[src/rtl/arb_pkg.sv]
`default_nettype none
// ============================================================================
//  Module      : arb_pkg
//  Description : Shared constants for the data-RAM port arbiter. Holds the
//                arbiter state encodings, the fixed debug byte select and a
//                4-bit saturating increment helper.
//  Revision    : 1.0  initial release
// ============================================================================
package arb_pkg;

    // Arbiter ownership states
    localparam logic [0:0] ARB_CPU = 1'b0;
    localparam logic [0:0] ARB_DBG = 1'b1;

    // Debug accesses are always full-word
    localparam logic [3:0] DBG_SEL = 4'b1111;

    // Increment that sticks at the all-ones value instead of wrapping
    function automatic logic [3:0] sat_inc4(input logic [3:0] value);
        return (value == 4'hF) ? value : value + 4'd1;
    endfunction

endpackage
`default_nettype wire

[src/rtl/arb_port_mux.sv]
`default_nettype none
// ============================================================================
//  Module      : arb_port_mux
//  Description : 2:1 multiplexer of the RAM request bundle (address, write
//                data, byte select, read/write, extend type). The debug side
//                always presents a full-word select and a zero extend type.
//  Revision    : 1.0  initial release
// ============================================================================
module arb_port_mux
    import arb_pkg::*;
#(
    parameter int ADDR_W = 10
) (
    input  logic              i_sel_dbg,
    input  logic [ADDR_W-1:0] i_cpu_addr,
    input  logic [31:0]       i_cpu_wdata,
    input  logic [3:0]        i_cpu_sel,
    input  logic              i_cpu_rw,
    input  logic              i_cpu_ext,
    input  logic [ADDR_W-1:0] i_dbg_addr,
    input  logic [31:0]       i_dbg_wdata,
    input  logic              i_dbg_rw,
    output logic [ADDR_W-1:0] o_addr,
    output logic [31:0]       o_wdata,
    output logic [3:0]        o_sel,
    output logic              o_rw,
    output logic              o_ext
);

    assign o_addr  = i_sel_dbg ? i_dbg_addr  : i_cpu_addr;
    assign o_wdata = i_sel_dbg ? i_dbg_wdata : i_cpu_wdata;
    assign o_sel   = i_sel_dbg ? DBG_SEL     : i_cpu_sel;
    assign o_rw    = i_sel_dbg ? i_dbg_rw    : i_cpu_rw;
    assign o_ext   = i_sel_dbg ? 1'b0        : i_cpu_ext;

endmodule
`default_nettype wire

[src/rtl/ram_port_arbiter.sv]
`default_nettype none
// ============================================================================
//  Module      : ram_port_arbiter
//  Description : Shares the single data-RAM port between the CPU MEM stage
//                and a debug/loader port. CPU has default priority; debug is
//                forced in after STARVE_LIMIT denied cycles and limited to
//                DBG_BURST beats per grant while the CPU is running.
//                Optional macro ARB_STATS_EN adds stall/beat counters.
//  Revision    : 1.0  initial release
// ============================================================================
module ram_port_arbiter
    import arb_pkg::*;
#(
    parameter int ADDR_BITS    = 12,
    parameter int STARVE_LIMIT = 8,
    parameter int DBG_BURST    = 4
) (
    input  logic                 clk,
    input  logic                 rst,
    input  logic                 cpu_req,
    input  logic [ADDR_BITS-3:0] cpu_addr,
    input  logic [31:0]          cpu_wdata,
    input  logic [3:0]           cpu_sel,
    input  logic                 cpu_rw,
    input  logic                 cpu_ext,
    input  logic                 cpu_halt,
    output logic [31:0]          cpu_rdata,
    output logic                 cpu_stall,
    input  logic                 dbg_req,
    input  logic [ADDR_BITS-3:0] dbg_addr,
    input  logic [31:0]          dbg_wdata,
    input  logic                 dbg_rw,
    output logic                 dbg_gnt,
    output logic [31:0]          dbg_rdata,
    output logic                 dbg_rvalid,
    output logic [ADDR_BITS-3:0] ram_addr,
    output logic [31:0]          ram_data_in,
    output logic [3:0]           ram_sel,
    output logic                 ram_rw,
    output logic                 ram_extend_type,
    input  logic [31:0]          ram_data_out
`ifdef ARB_STATS_EN
    ,
    output logic [31:0]          stall_cycles,
    output logic [31:0]          dbg_beats
`endif
);

    localparam logic [7:0] c_starve_limit = 8'(STARVE_LIMIT);
    localparam logic [3:0] c_dbg_burst    = 4'(DBG_BURST);

    logic [0:0] r_state;
    logic [0:0] w_state_next;
    logic [7:0] r_starve_cnt;
    logic [3:0] r_beat_cnt;
    logic [3:0] w_beats_after;
    logic       w_starved;
    logic       w_dbg_gnt;
    logic       w_dbg_owns;
    logic       w_keep_dbg;
    logic       w_port_active;
    logic       w_mux_rw;
    logic [31:0] r_dbg_rdata;
    logic        r_dbg_rvalid;

    assign w_starved = (r_starve_cnt == c_starve_limit);

    // Grant decision; all combinational handshakes are held low during reset
    always_comb begin
        w_dbg_gnt = 1'b0;
        if (!rst) begin
            if (r_state == ARB_DBG) begin
                w_dbg_gnt = dbg_req;
            end else begin
                w_dbg_gnt = dbg_req & (~cpu_req | cpu_halt | w_starved);
            end
        end
    end

    // Debug drives the port while it holds the burst or is granted this cycle
    assign w_dbg_owns = ~rst & ((r_state == ARB_DBG) | w_dbg_gnt);

    // Beats completed in this burst once the current beat is counted; the
    // exit decision uses this so the CPU regains the port right after the
    // last allowed beat instead of one cycle later
    assign w_beats_after = (r_state == ARB_CPU) ? 4'd1 : sat_inc4(r_beat_cnt);
    assign w_keep_dbg    = w_dbg_gnt & (cpu_halt | ~cpu_req | (w_beats_after < c_dbg_burst));
    assign w_state_next  = w_keep_dbg ? ARB_DBG : ARB_CPU;

    // Ownership state, starvation counter and burst beat counter
    always_ff @(posedge clk or posedge rst) begin
        if (rst) begin
            r_state      <= ARB_CPU;
            r_starve_cnt <= 8'd0;
            r_beat_cnt   <= 4'd0;
        end else begin
            r_state    <= w_state_next;
            r_beat_cnt <= w_keep_dbg ? w_beats_after : 4'd0;
            if (w_dbg_gnt || !dbg_req) begin
                r_starve_cnt <= 8'd0;
            end else if (!w_starved) begin
                r_starve_cnt <= r_starve_cnt + 8'd1;
            end
        end
    end

    // Debug read data is captured at the grant edge and flagged for one cycle
    always_ff @(posedge clk or posedge rst) begin
        if (rst) begin
            r_dbg_rdata  <= 32'd0;
            r_dbg_rvalid <= 1'b0;
        end else begin
            r_dbg_rvalid <= w_dbg_gnt & ~dbg_rw;
            if (w_dbg_gnt && !dbg_rw) begin
                r_dbg_rdata <= ram_data_out;
            end
        end
    end

    arb_port_mux #(
        .ADDR_W (ADDR_BITS-2)
    ) u_port_mux (
        .i_sel_dbg   (w_dbg_owns),
        .i_cpu_addr  (cpu_addr),
        .i_cpu_wdata (cpu_wdata),
        .i_cpu_sel   (cpu_sel),
        .i_cpu_rw    (cpu_rw),
        .i_cpu_ext   (cpu_ext),
        .i_dbg_addr  (dbg_addr),
        .i_dbg_wdata (dbg_wdata),
        .i_dbg_rw    (dbg_rw),
        .o_addr      (ram_addr),
        .o_wdata     (ram_data_in),
        .o_sel       (ram_sel),
        .o_rw        (w_mux_rw),
        .o_ext       (ram_extend_type)
    );

    // A write only reaches the RAM when the selected requester is actually active
    assign w_port_active = w_dbg_owns ? w_dbg_gnt : (cpu_req & ~rst);
    assign ram_rw        = w_mux_rw & w_port_active;

    assign cpu_rdata  = ram_data_out;
    assign cpu_stall  = cpu_req & w_dbg_owns;
    assign dbg_gnt    = w_dbg_gnt;
    assign dbg_rdata  = r_dbg_rdata;
    assign dbg_rvalid = r_dbg_rvalid;

`ifdef ARB_STATS_EN
    logic [31:0] r_stall_cycles;
    logic [31:0] r_dbg_beats;

    // Free-running wrap-around counters of stalled cycles and debug beats
    always_ff @(posedge clk or posedge rst) begin
        if (rst) begin
            r_stall_cycles <= 32'd0;
            r_dbg_beats    <= 32'd0;
        end else begin
            if (cpu_stall) begin
                r_stall_cycles <= r_stall_cycles + 32'd1;
            end
            if (w_dbg_gnt) begin
                r_dbg_beats <= r_dbg_beats + 32'd1;
            end
        end
    end

    assign stall_cycles = r_stall_cycles;
    assign dbg_beats    = r_dbg_beats;
`endif

endmodule
`default_nettype wire

[config.mk]
export PLATFORM = sky130hd
export DESIGN_NAME = ram_port_arbiter
export DESIGN_NICKNAME = d
export VERILOG_FILES = /design/src/rtl/arb_pkg.sv /design/src/rtl/arb_port_mux.sv /design/src/rtl/ram_port_arbiter.sv
export SDC_FILE = /design/constraint.sdc
export NUM_CORES = 1
export LEC_CHECK = 0
export CAP_MARGIN = 40
export CELL_PAD_IN_SITES_DETAIL_PLACEMENT = 0
export CELL_PAD_IN_SITES_GLOBAL_PLACEMENT = 1
export CORE_MARGIN = 2
export CORE_UTILIZATION = 22
export DETAILED_ROUTE_END_ITERATION = 10
export PLACE_DENSITY = 0.79
export SLEW_MARGIN = 20
export SYNTH_ARGS = -nofsm -noshare
export SYNTH_HDL_FRONTEND = slang
export SYNTH_SLANG_ARGS = --single-unit
[constraint.sdc]
create_clock -name clk -period 4 [get_ports clk]
set_clock_uncertainty 0.1 [all_clocks]
set_input_delay 0.8 -clock clk [delete_from_list [all_inputs] [get_ports clk]]
set_output_delay 0.8 -clock clk [all_outputs]
set_load 0.02 [all_outputs]
==> flow_summary_export.csv, run 1 <==
group,metric,value,unit
outcome,status,"finished clean",
logic_synthesis,synth_top_area_share,40.7,%
placement,io_buffers,242,
logic_synthesis,synth.area.top_cells,"dfrtp_1 (41%), mux2_2 (28%), buf_4 (8.8%)",
pwr,irDropWorstVdd,208,µV
layout,drive_above_1_share,21.7,%
detailed_routing,avgRoutedWirePerCell,15.8,µm
clocking,htreeDepth,2,
global_route,antenna_found_initial,0,
floorplan,die-width,117,µm
logic_synthesis,post_synth_num_cell_types,36,
sta,hold-worst-slack,0.387,ns
setup_path,cp.required,3.10,ns
logic_synthesis,synth_area_per_cell,11.8,µm²
detailed_routing,routed_wl,9.92,mm
detailed_routing,drtAntennaViolNets,0,
layout,fill_cells,1206,
detailed_routing,drt_iter0_markers,74,
detailed_routing,drtPass1Iterations,4,
global_route,grt-ovfl-total,0,
global_route,track_usage,14.0,%
detailed_routing,vias,2543,
floorplan,die-area,13800,µm²
sta,relSlewSlack,56.8,%
floorplan,coreArea,12600,µm²
setup_path,start_kind,"input port",
sta,finalHoldViolations,0,
sta,worst_slack,0.117,ns
pwr,leakage,2.17,nW
logic_synthesis,yosys_warnings,0,
layout,most-common-layout-cells,"clkdlybuf4s50_1 (241), mux2_2 (71), dfrtp_1 (46)",
placement,hpwl,8.05,mm
sta,setup_violations,0,
layout,regArea,1150,µm²
setup_path,cp.arrival,2.98,ns
sta,fmax,258,MHz
logic_synthesis,yosys_register_bits,46,
clocking,numCtsBuffers,5,
floorplan,start_util,22.5,%
layout,area_growth,92.5,%
layout,mostFrequentLayoutCell,"clkdlybuf4s50_1",
clocking,cts_num_sinks,46,
clocking,cts_tree,"yes",
sta,final.min_clock_period,3.88,ns
logic_synthesis,synthCells,239,
layout,final_net_count,587,
logic_synthesis,yosysSeqAreaShare,40.7,%
sta,rsz0062_at_grt,"false",
sta,worst_pin_slew,0.640,ns
detailed_routing,drc,0,
setup_path,path_class,"in2out",
logic_synthesis,ys_dominant_reg_cell,"dfrtp_1",
logic_synthesis,synth_fp_nets,370,
logic_synthesis,synth_edf_count,0,
min_path,hold_class,"reg2reg",
sta,final_max_slew_viol_count,0,
clocking,root_buffer,"clkbuf_16",
pwr,power.density,343,nW/µm²
setup_path,cp_max_fo,28,
clocking,cts_max_path_buffers,2,
floorplan,fp.dieH,117,µm
logic_synthesis,synth_top_cell_by_area,"dfrtp_1",
clocking,clkSlewWorstSetupHoldPaths,0.06,ns
layout,multiInputGateArea,1350,µm²
logic_synthesis,syn_area,2830,µm²
global_route,grt_max_degree,48,
placement,placed_cell_area,5220,µm²
sta,period_share,97.1,%
run,max-cap-violations,0,
placement,pre_cts_ws,-0.124,ns
placement,gp_congestion,0.827,
detailed_routing,viasPerCell,4.04,
global_route,grt_pass1_vias,2702,
layout,final_area,5440,µm²
logic_synthesis,synthArstFlopShare,100,%
floorplan,io_pins,243,
floorplan,rows,41,
layout,antenna_cells,0,
clocking,insertion_delay,0.28,ns
setup_path,cp-end-kind,"primary output",
global_route,grt_first_pass_wirelength,15.5,mm
Yosys cell counts (3+ instances only):
library cell  count
nor3_1            3
inv_1             5
xor2_1            5
a21oi_1           3
nand2_1           4
buf_4            33
ha_1              3
or2_2             4
dfrtp_1          46
buf_6             6
mux2_2           71
nor2_1           14
nor2b_1           3
nand3_1           8
mux2_1            3
where the power goes:
group          internal [mW]  total [mW]  switching [mW]
registers              0.539       0.577          0.0381
clock network          0.375       0.540           0.165
logic                  0.431       0.750           0.319
cell families after synthesis:
| group | count (synthesis) | share of synthesized area (%) |
|---|---|---|
| mux | 76 | 30.2 |
| buf+inv | 47 | 12.3 |
| flops | 46 | 40.7 |
| simple gates | 44 | 8.99 |
| compound gates | 16 | 4.30 |
| xor+xnor | 7 | 2.17 |
| fa+ha+maj | 3 | 1.33 |
what timing repair did:
| item | 4_1_cts | 5_1_grt |
|---|---|---|
| endpoints found under the setup margin | 28 | 1 |
| resized for setup | 2 | 1 |
| gates cloned | 1 | 0 |
| pin swaps | 1 | 0 |
| hold endpoints to repair | 0 | 0 |
| hold buffers | 0 | 0 |
| setup buffers | 1 | 0 |
metrics by stage:
step	power, mW	setup TNS (ns)	instances	util (%)
6_report	1.87	0	629	43.3
5_1_grt	1.96	0	629	43.3
4_1_cts	1.90	0	629	43.2
3_5_place_dp	1.34	-1.95	619	41.5
3_3_place_gp	1.33	-14.85	618	41.3
2_1_floorplan	0.934	0	239	-
registers in the layout, indices dropped and copies added (netlist names):
| name | cells |
|---|---|
| dbg_rvalid | 1 |
| dbg_rdata | 32 |
| r_state | 1 |
| r_beat_cnt | 4 |
| r_starve_cnt | 8 |
per-layer routing:
metal  vias to the layer above  wire [µm]  global-route usage, %
met1                      1226       4370                   18.0
met3                         4        355                   2.77
li1                       1246          -                      -
met5                         -          0                      0
met2                        67       5130                   24.6
met4                         0         61                   2.56
worst max-delay path: stages:
cell,delay (ns)
clkdlybuf4s50_1,0.43
nand2b_1,0.21
a211oi_4,0.39
nor2_4,0.07
buf_12,0.19
mux2_2,0.27
clkdlybuf4s50_1,0.61
worst paths after layout:
check                                                 start                           to  slack, ns  cells after the start
max in group asynchronous                               rst    dbg_rdata[20]$_DFFE_PP0P_       2.44                      3
min in group asynchronous                               rst  r_starve_cnt[0]$_DFFE_PP0P_       0.94                      3
worst min-delay path              dbg_rdata[19]$_DFFE_PP0P_    dbg_rdata[19]$_DFFE_PP0P_       0.39                      1
worst max register to register  r_starve_cnt[0]$_DFFE_PP0P_    dbg_rdata[31]$_DFFE_PP0P_       1.49                      8
worst max-delay path                               cpu_halt               ram_data_in[0]       0.12                      7
worst min register to register    dbg_rdata[19]$_DFFE_PP0P_    dbg_rdata[19]$_DFFE_PP0P_       0.39                      1
area by class of cell:
class | count | area share, %
flip-flops and latches | 46 | 21.2
well taps | 172 | 3.96
clock buffers | 6 | 2.55
repair buffers | 251 | 46.1
clock inverters | 2 | 1.10
multi-input cells | 147 | 24.8
inverters | 5 | 0.345
(Power assumes the default switching activity.)
==> run 2, diff against run 1 <==
--- a/config.mk
+++ b/config.mk
@@ -5,9 +5,11 @@
 export SDC_FILE = /design/constraint.sdc
 export NUM_CORES = 1
 export LEC_CHECK = 0
+export ABC_CLOCK_PERIOD_IN_PS = 4400
 export CAP_MARGIN = 40
 export CELL_PAD_IN_SITES_DETAIL_PLACEMENT = 0
 export CELL_PAD_IN_SITES_GLOBAL_PLACEMENT = 1
+export CORE_ASPECT_RATIO = 1.1
 export CORE_MARGIN = 2
 export CORE_UTILIZATION = 22
 export DETAILED_ROUTE_END_ITERATION = 10
==> constraint.sdc (replaced) <==
create_clock -name clk -period 4.4 [get_ports clk]
set_clock_uncertainty 0.1 [all_clocks]
set_input_delay 0.88 -clock clk [delete_from_list [all_inputs] [get_ports clk]]
set_output_delay 0.88 -clock clk [all_outputs]
set_load 0.02 [all_outputs]
==> run 2 against run 1 <==
Sequential cell count did not move; die area barely moved; design area fell by 1.7%; worst setup slack improved by 0.11 ns; sequential share of layout area rose by 0.37 points; worst hold slack got worse by 0.0024 ns; combinational power fell by 9.6%.
==> flow_summary_export.csv, run 2 (synthesis gave the netlist of run 1 again) <==
group,metric,value,unit
layout,drive_above_1_share,21.5,%
min_path,hold_class,"reg2reg",
detailed_routing,routed_wl,9.68,mm
setup_path,path_class,"in2out",
layout,area_growth,89.2,%
clocking,cts_tree,"yes",
layout,final_net_count,585,
floorplan,start_util,22.4,%
clocking,numCtsBuffers,5,
sta,period_share,94.8,%
pwr,leakage,2.13,nW
setup_path,start_kind,"input port",
clocking,cts_num_sinks,46,
floorplan,io_pins,243,
setup_path,cp.arrival,3.19,ns
clocking,cts_resized,0,
sta,finalHoldViolations,0,
sta,relSlewSlack,51.8,%
clocking,post-cts-setup-buffer-count,0,
detailed_routing,avgRoutedWirePerCell,15.8,µm
floorplan,rows,43,
sta,final_max_slew_viol_count,0,
detailed_routing,vias,2541,
global_route,antenna_found_initial,0,
detailed_routing,drt_iter0_markers,110,
floorplan,die-area,13800,µm²
global_route,grt_first_pass_wirelength,14.1,mm
detailed_routing,drtPass1Iterations,4,
layout,most-common-layout-cells,"clkdlybuf4s50_1 (241), mux2_2 (71), dfrtp_1 (46)",
setup_path,cp-end-kind,"primary output",
pwr,power.density,295,nW/µm²
setup_path,reg2reg_depth,8,
placement,placed_cells,604,
clocking,ctsHoldBuffers,0,
pwr,power,1.58,mW
clocking,cts_max_path_buffers,2,
global_route,track_usage,12.8,%
pwr,irDropWorstVdd,153,µV
floorplan,fp.dieH,123,µm
sta,final.min_clock_period,4.17,ns
layout,fin_cells,612,
detailed_routing,viasPerCell,4.15,
global_route,grt-ovfl-total,0,
clocking,clkSlewWorstSetupHoldPaths,0.06,ns
clocking,htreeDepth,2,
run,max-cap-violations,0,
setup_path,startpoint,"cpu_halt",
placement,io_buffers,242,
min_path,whs_path_depth,1,
global_route,grt_pass1_vias,2540,
outcome,status,"finished clean",
detailed_routing,drtAntennaViolNets,0,
setup_path,r2r_slack,1.94,ns
placement,hpwl,8.11,mm
sta,setup_violations,0,
layout,antenna_cells,0,
layout,mostFrequentLayoutCell,"clkdlybuf4s50_1",
floorplan,coreArea,12600,µm²
sta,worst_pin_slew,0.714,ns
global_route,grt_max_degree,48,
clocking,insertion_delay,0.28,ns
setup_path,crit_end,"ram_data_in[26]",
detailed_routing,drc,0,
placement,gp_congestion,0.756,
setup_path,cp_max_fo,33,
sta,fmax,240,MHz
setup_path,r2r-end,"dbg_rdata[22]$_DFFE_PP0P_",
setup_path,worstReg2RegStart,"r_starve_cnt[0]$_DFFE_PP0P_",
sta,rsz0062_at_grt,"false",
layout,largest_reg_flops,32,
clocking,root_buffer,"clkbuf_16",
floorplan,die-width,112,µm
setup_path,cp.required,3.42,ns
run 2: cell type report:
type	count	area, µm²
Multi-Input combinational cell	146	1340
Sequential cell	46	1150
Clock inverter	2	12.5
Inverter	5	18.8
Clock buffer	6	139
Timing Repair Buffer	250	2490
Tap cell	157	196
Fill cell	1225	7240
run 2: routing by layer:
layer	up-vias	routed length (µm)	GRT usage, %
met3	2	459	2.72
met1	1225	3970	16.8
met2	76	5200	22.4
met5	-	0	0
li1	1238	-	-
met4	0	44	2.06
run 2: power breakdown:
part | leakage, nW | total [mW] | internal (mW) | switching (mW)
Sequential | 0.572 | 0.523 | 0.490 | 0.0334
Combinational | 1.48 | 0.678 | 0.390 | 0.288
Clock | 0.0729 | 0.374 | 0.225 | 0.150
Total | 2.13 | 1.58 | 1.10 | 0.471
run 2: worst max-delay path, stage by stage:
cell and delay, ns:
clkdlybuf4s50_1 0.47, nand2b_1 0.15, a211oi_2 0.08, nor2_4 0.42, buf_12 0.26, mux2_2 0.36
clkdlybuf4s50_1 0.55
run 2: worst min-delay path by stage:
stage                                           start                          end  slack [ns]
after detailed placement    dbg_rdata[27]$_DFFE_PP0P_    dbg_rdata[27]$_DFFE_PP0P_        0.37
after global routing        dbg_rdata[26]$_DFFE_PP0P_    dbg_rdata[26]$_DFFE_PP0P_        0.40
after global placement      dbg_rdata[27]$_DFFE_PP0P_    dbg_rdata[27]$_DFFE_PP0P_        0.37
after CTS                   dbg_rdata[27]$_DFFE_PP0P_    dbg_rdata[27]$_DFFE_PP0P_        0.39
final                       dbg_rdata[26]$_DFFE_PP0P_    dbg_rdata[26]$_DFFE_PP0P_        0.38
after floorplan           r_starve_cnt[3]$_DFFE_PP0P_  r_starve_cnt[3]$_DFFE_PP0P_        0.43
run 2: per-stage QoR:
stage                     setup WS (ns)  setup TNS, ns  area, µm²  hold slack, ns  util, %
final                             0.227              0       5350           0.385     42.5
after floorplan                   0.454              0       2830           0.431        -
after global routing             0.0989              0       5350           0.399     42.5
after CTS                         0.224              0       5350           0.388     42.5
after global placement          -0.0416          -1.22       5170           0.373     41.1
after detailed placement          0.234              0       5190           0.374     41.3
==> run 3, diff against run 2 <==
--- a/config.mk
+++ b/config.mk
@@ -9,11 +9,12 @@
 export CAP_MARGIN = 40
 export CELL_PAD_IN_SITES_DETAIL_PLACEMENT = 0
 export CELL_PAD_IN_SITES_GLOBAL_PLACEMENT = 1
-export CORE_ASPECT_RATIO = 1.1
+export CORE_ASPECT_RATIO = 1.75
 export CORE_MARGIN = 2
-export CORE_UTILIZATION = 22
+export CORE_UTILIZATION = 30
 export DETAILED_ROUTE_END_ITERATION = 10
-export PLACE_DENSITY = 0.79
+export DONT_BUFFER_PORTS = 1
+export PLACE_DENSITY = 0.56
 export SLEW_MARGIN = 20
 export SYNTH_ARGS = -nofsm -noshare
 export SYNTH_HDL_FRONTEND = slang
==> run 3 against run 2 <==
Cell count fell by 46%; register-to-register slack got worse by 0.05 ns; largest power group is now registers; sequential power rose by 19%; highest routed layer is now met5; global-route usage fell by 0.44 points; critical endpoint is now ram_data_in[15]; power fell by 20%; maximum frequency rose by 17%; via count fell by 31%; first-iteration DRC count fell by 69%; design area fell by 46%.
==> flow_summary_export.csv, run 3 (synthesis gave the netlist of run 1 again) <==
group,metric,value,unit
outcome,status,"finished clean",
sta,relSlewSlack,48.9,%
setup_path,cp_slowest_cell,"nor2_4",
clocking,root_buffer,"clkbuf_16",
clocking,ctsHoldBuffers,0,
placement,io_buffers,0,
detailed_routing,drtPass1Iterations,4,
layout,multiInputGateArea,1340,µm²
clocking,cts_resized,0,
placement,gp_congestion,0.741,
placement,hpwl,5.71,mm
setup_path,cp.required,3.42,ns
detailed_routing,drc,0,
global_route,grt-ovfl-total,0,
setup_path,start_kind,"register",
global_route,antenna_found_initial,5,
floorplan,coreArea,9090,µm²
sta,hold-worst-slack,0.491,ns
floorplan,die-area,10200,µm²
clocking,clkSlewWorstSetupHoldPaths,0.06,ns
setup_path,r2r-end,"dbg_rdata[6]$_DFFE_PP0P_",
detailed_routing,viasPerCell,5.26,
floorplan,fp.dieH,132,µm
layout,fill_cells,969,
setup_path,cp_max_fo,32,
run,max-cap-violations,0,
sta,final_max_slew_viol_count,0,
floorplan,io_pins,243,
layout,final_net_count,338,
pwr,irDropWorstVdd,201,µV
sta,setup_violations,0,
pwr,power.density,439,nW/µm²
clocking,htreeDepth,2,
global_route,grt_first_pass_wirelength,9.69,mm
sta,worst_pin_slew,0.757,ns
min_path,whs_path_depth,1,
placement,pre_cts_ws,1.07,ns
layout,most-common-layout-cells,"mux2_2 (71), dfrtp_1 (46), nor2_1 (13)",
global_route,grt_max_degree,48,
global_route,track_usage,12.4,%
layout,area_growth,1.55,%
detailed_routing,vias,1752,
detailed_routing,drt_iter0_markers,34,
setup_path,worstReg2RegStart,"r_starve_cnt[0]$_DFFE_PP0P_",
clocking,cts_max_path_buffers,2,
floorplan,die-width,77.4,µm
setup_path,worst-path-buf-inv,2,
layout,final_area,2870,µm²
clocking,numCtsBuffers,5,
clocking,insertion_delay,0.28,ns
setup_path,max_stage_delay,0.46,ns
setup_path,startpoint,"r_starve_cnt[0]$_DFFE_PP0P_",
pwr,leakage,1.16,nW
clocking,cts_tree,"yes",
placement,placed_cell_area,2690,µm²
sta,finalSetupTns,0,ns
setup_path,reg2reg_depth,7,
setup_path,crit_family,"simple AND/OR/NAND/NOR gates",
sta,final.min_clock_period,3.56,ns
layout,largest_reg_flops,32,
layout,utilization,31.5,%
min_path,hold_class,"reg2reg",
sta,rsz0062_at_grt,"false",
sta,period_share,80.9,%
detailed_routing,drtAntennaViolNets,0,
layout,mostFrequentLayoutCell,"mux2_2",
setup_path,crit_end,"ram_data_in[15]",
sta,finalHoldViolations,0,
setup_path,cp-end-kind,"primary output",
layout,fin_cells,333,
global_route,grt_pass1_vias,1734,
setup_path,r2r_slack,1.89,ns
sta,fmax,281,MHz
detailed_routing,routed_wl,6.99,mm
sta,worst_slack,0.841,ns
setup_path,path_class,"reg2out",
setup_path,cp.depth,7,
pwr,power,1.26,mW
setup_path,cp.arrival,2.58,ns
layout,drive_above_1_share,43.8,%
placement,placed_cells,320,
clocking,cts_num_sinks,46,
detailed_routing,avgRoutedWirePerCell,21.0,µm
floorplan,rows,46,
layout,regArea,1150,µm²
floorplan,start_util,31.1,%
setup_path,crit_chain,"inv_1 -> ha_1 -> nor4b_4 -> a211oi_2 -> nor2_4 -> buf_12 -> mux2_2",
clocking,post-cts-setup-buffer-count,0,
[run 3: cell types whose count changed in the layout (fill, tap and decap cells not counted), sizes merged]
cell,previous run,this run
buf,9,3
diode,0,5
clkinv,1,0
bufinv,0,1
clkdlybuf4s50,241,0
[run 3: how the worst min path moves through the flow]
stage	from	to	slack (ns)
floorplan	r_starve_cnt[3]$_DFFE_PP0P_	r_starve_cnt[3]$_DFFE_PP0P_	0.43
global placement	r_starve_cnt[3]$_DFFE_PP0P_	r_starve_cnt[3]$_DFFE_PP0P_	0.47
detailed placement	r_beat_cnt[3]$_DFF_PP0_	r_beat_cnt[3]$_DFF_PP0_	0.48
CTS	r_beat_cnt[3]$_DFF_PP0_	r_beat_cnt[3]$_DFF_PP0_	0.49
global route	r_starve_cnt[3]$_DFFE_PP0P_	r_starve_cnt[3]$_DFFE_PP0P_	0.54
finish	r_beat_cnt[3]$_DFF_PP0_	r_beat_cnt[3]$_DFF_PP0_	0.49
[run 3: routing by layer]
| metal | vias up | GRT usage, % | share of wire (%) |
|---|---|---|---|
| li1 | 744 | - | - |
| met1 | 834 | 12.8 | 35 |
| met2 | 162 | 21.8 | 52 |
| met3 | 10 | 4.73 | 11 |
| met4 | 2 | 5.65 | 2.2 |
| met5 | - | 0 | 0.23 |
[run 3: final cells by class]
type	count	share of cell area [%]
multi-input cells	146	46.5
flip-flops and latches	46	40.1
well taps	120	5.23
clock buffers	6	4.49
clock inverters	2	1.31
repair buffers	3	1.22
inverters	5	0.654
diodes	5	0.436
[run 3: worst reg2reg max path, stage by stage, from the launching register on]
cell and delay, ns:
dfrtp_1 0.45, inv_1 0.09, ha_1 0.14, nor4b_4 0.29, a211oi_2 0.19, nor3b_4 0.32
buf_4 0.42, mux2_2 0.42
[run 3: power breakdown]
group	internal, mW	total [mW]	switching, mW
registers	0.490	0.621	0.131
logic	0.0969	0.210	0.113
clock network	0.268	0.428	0.160
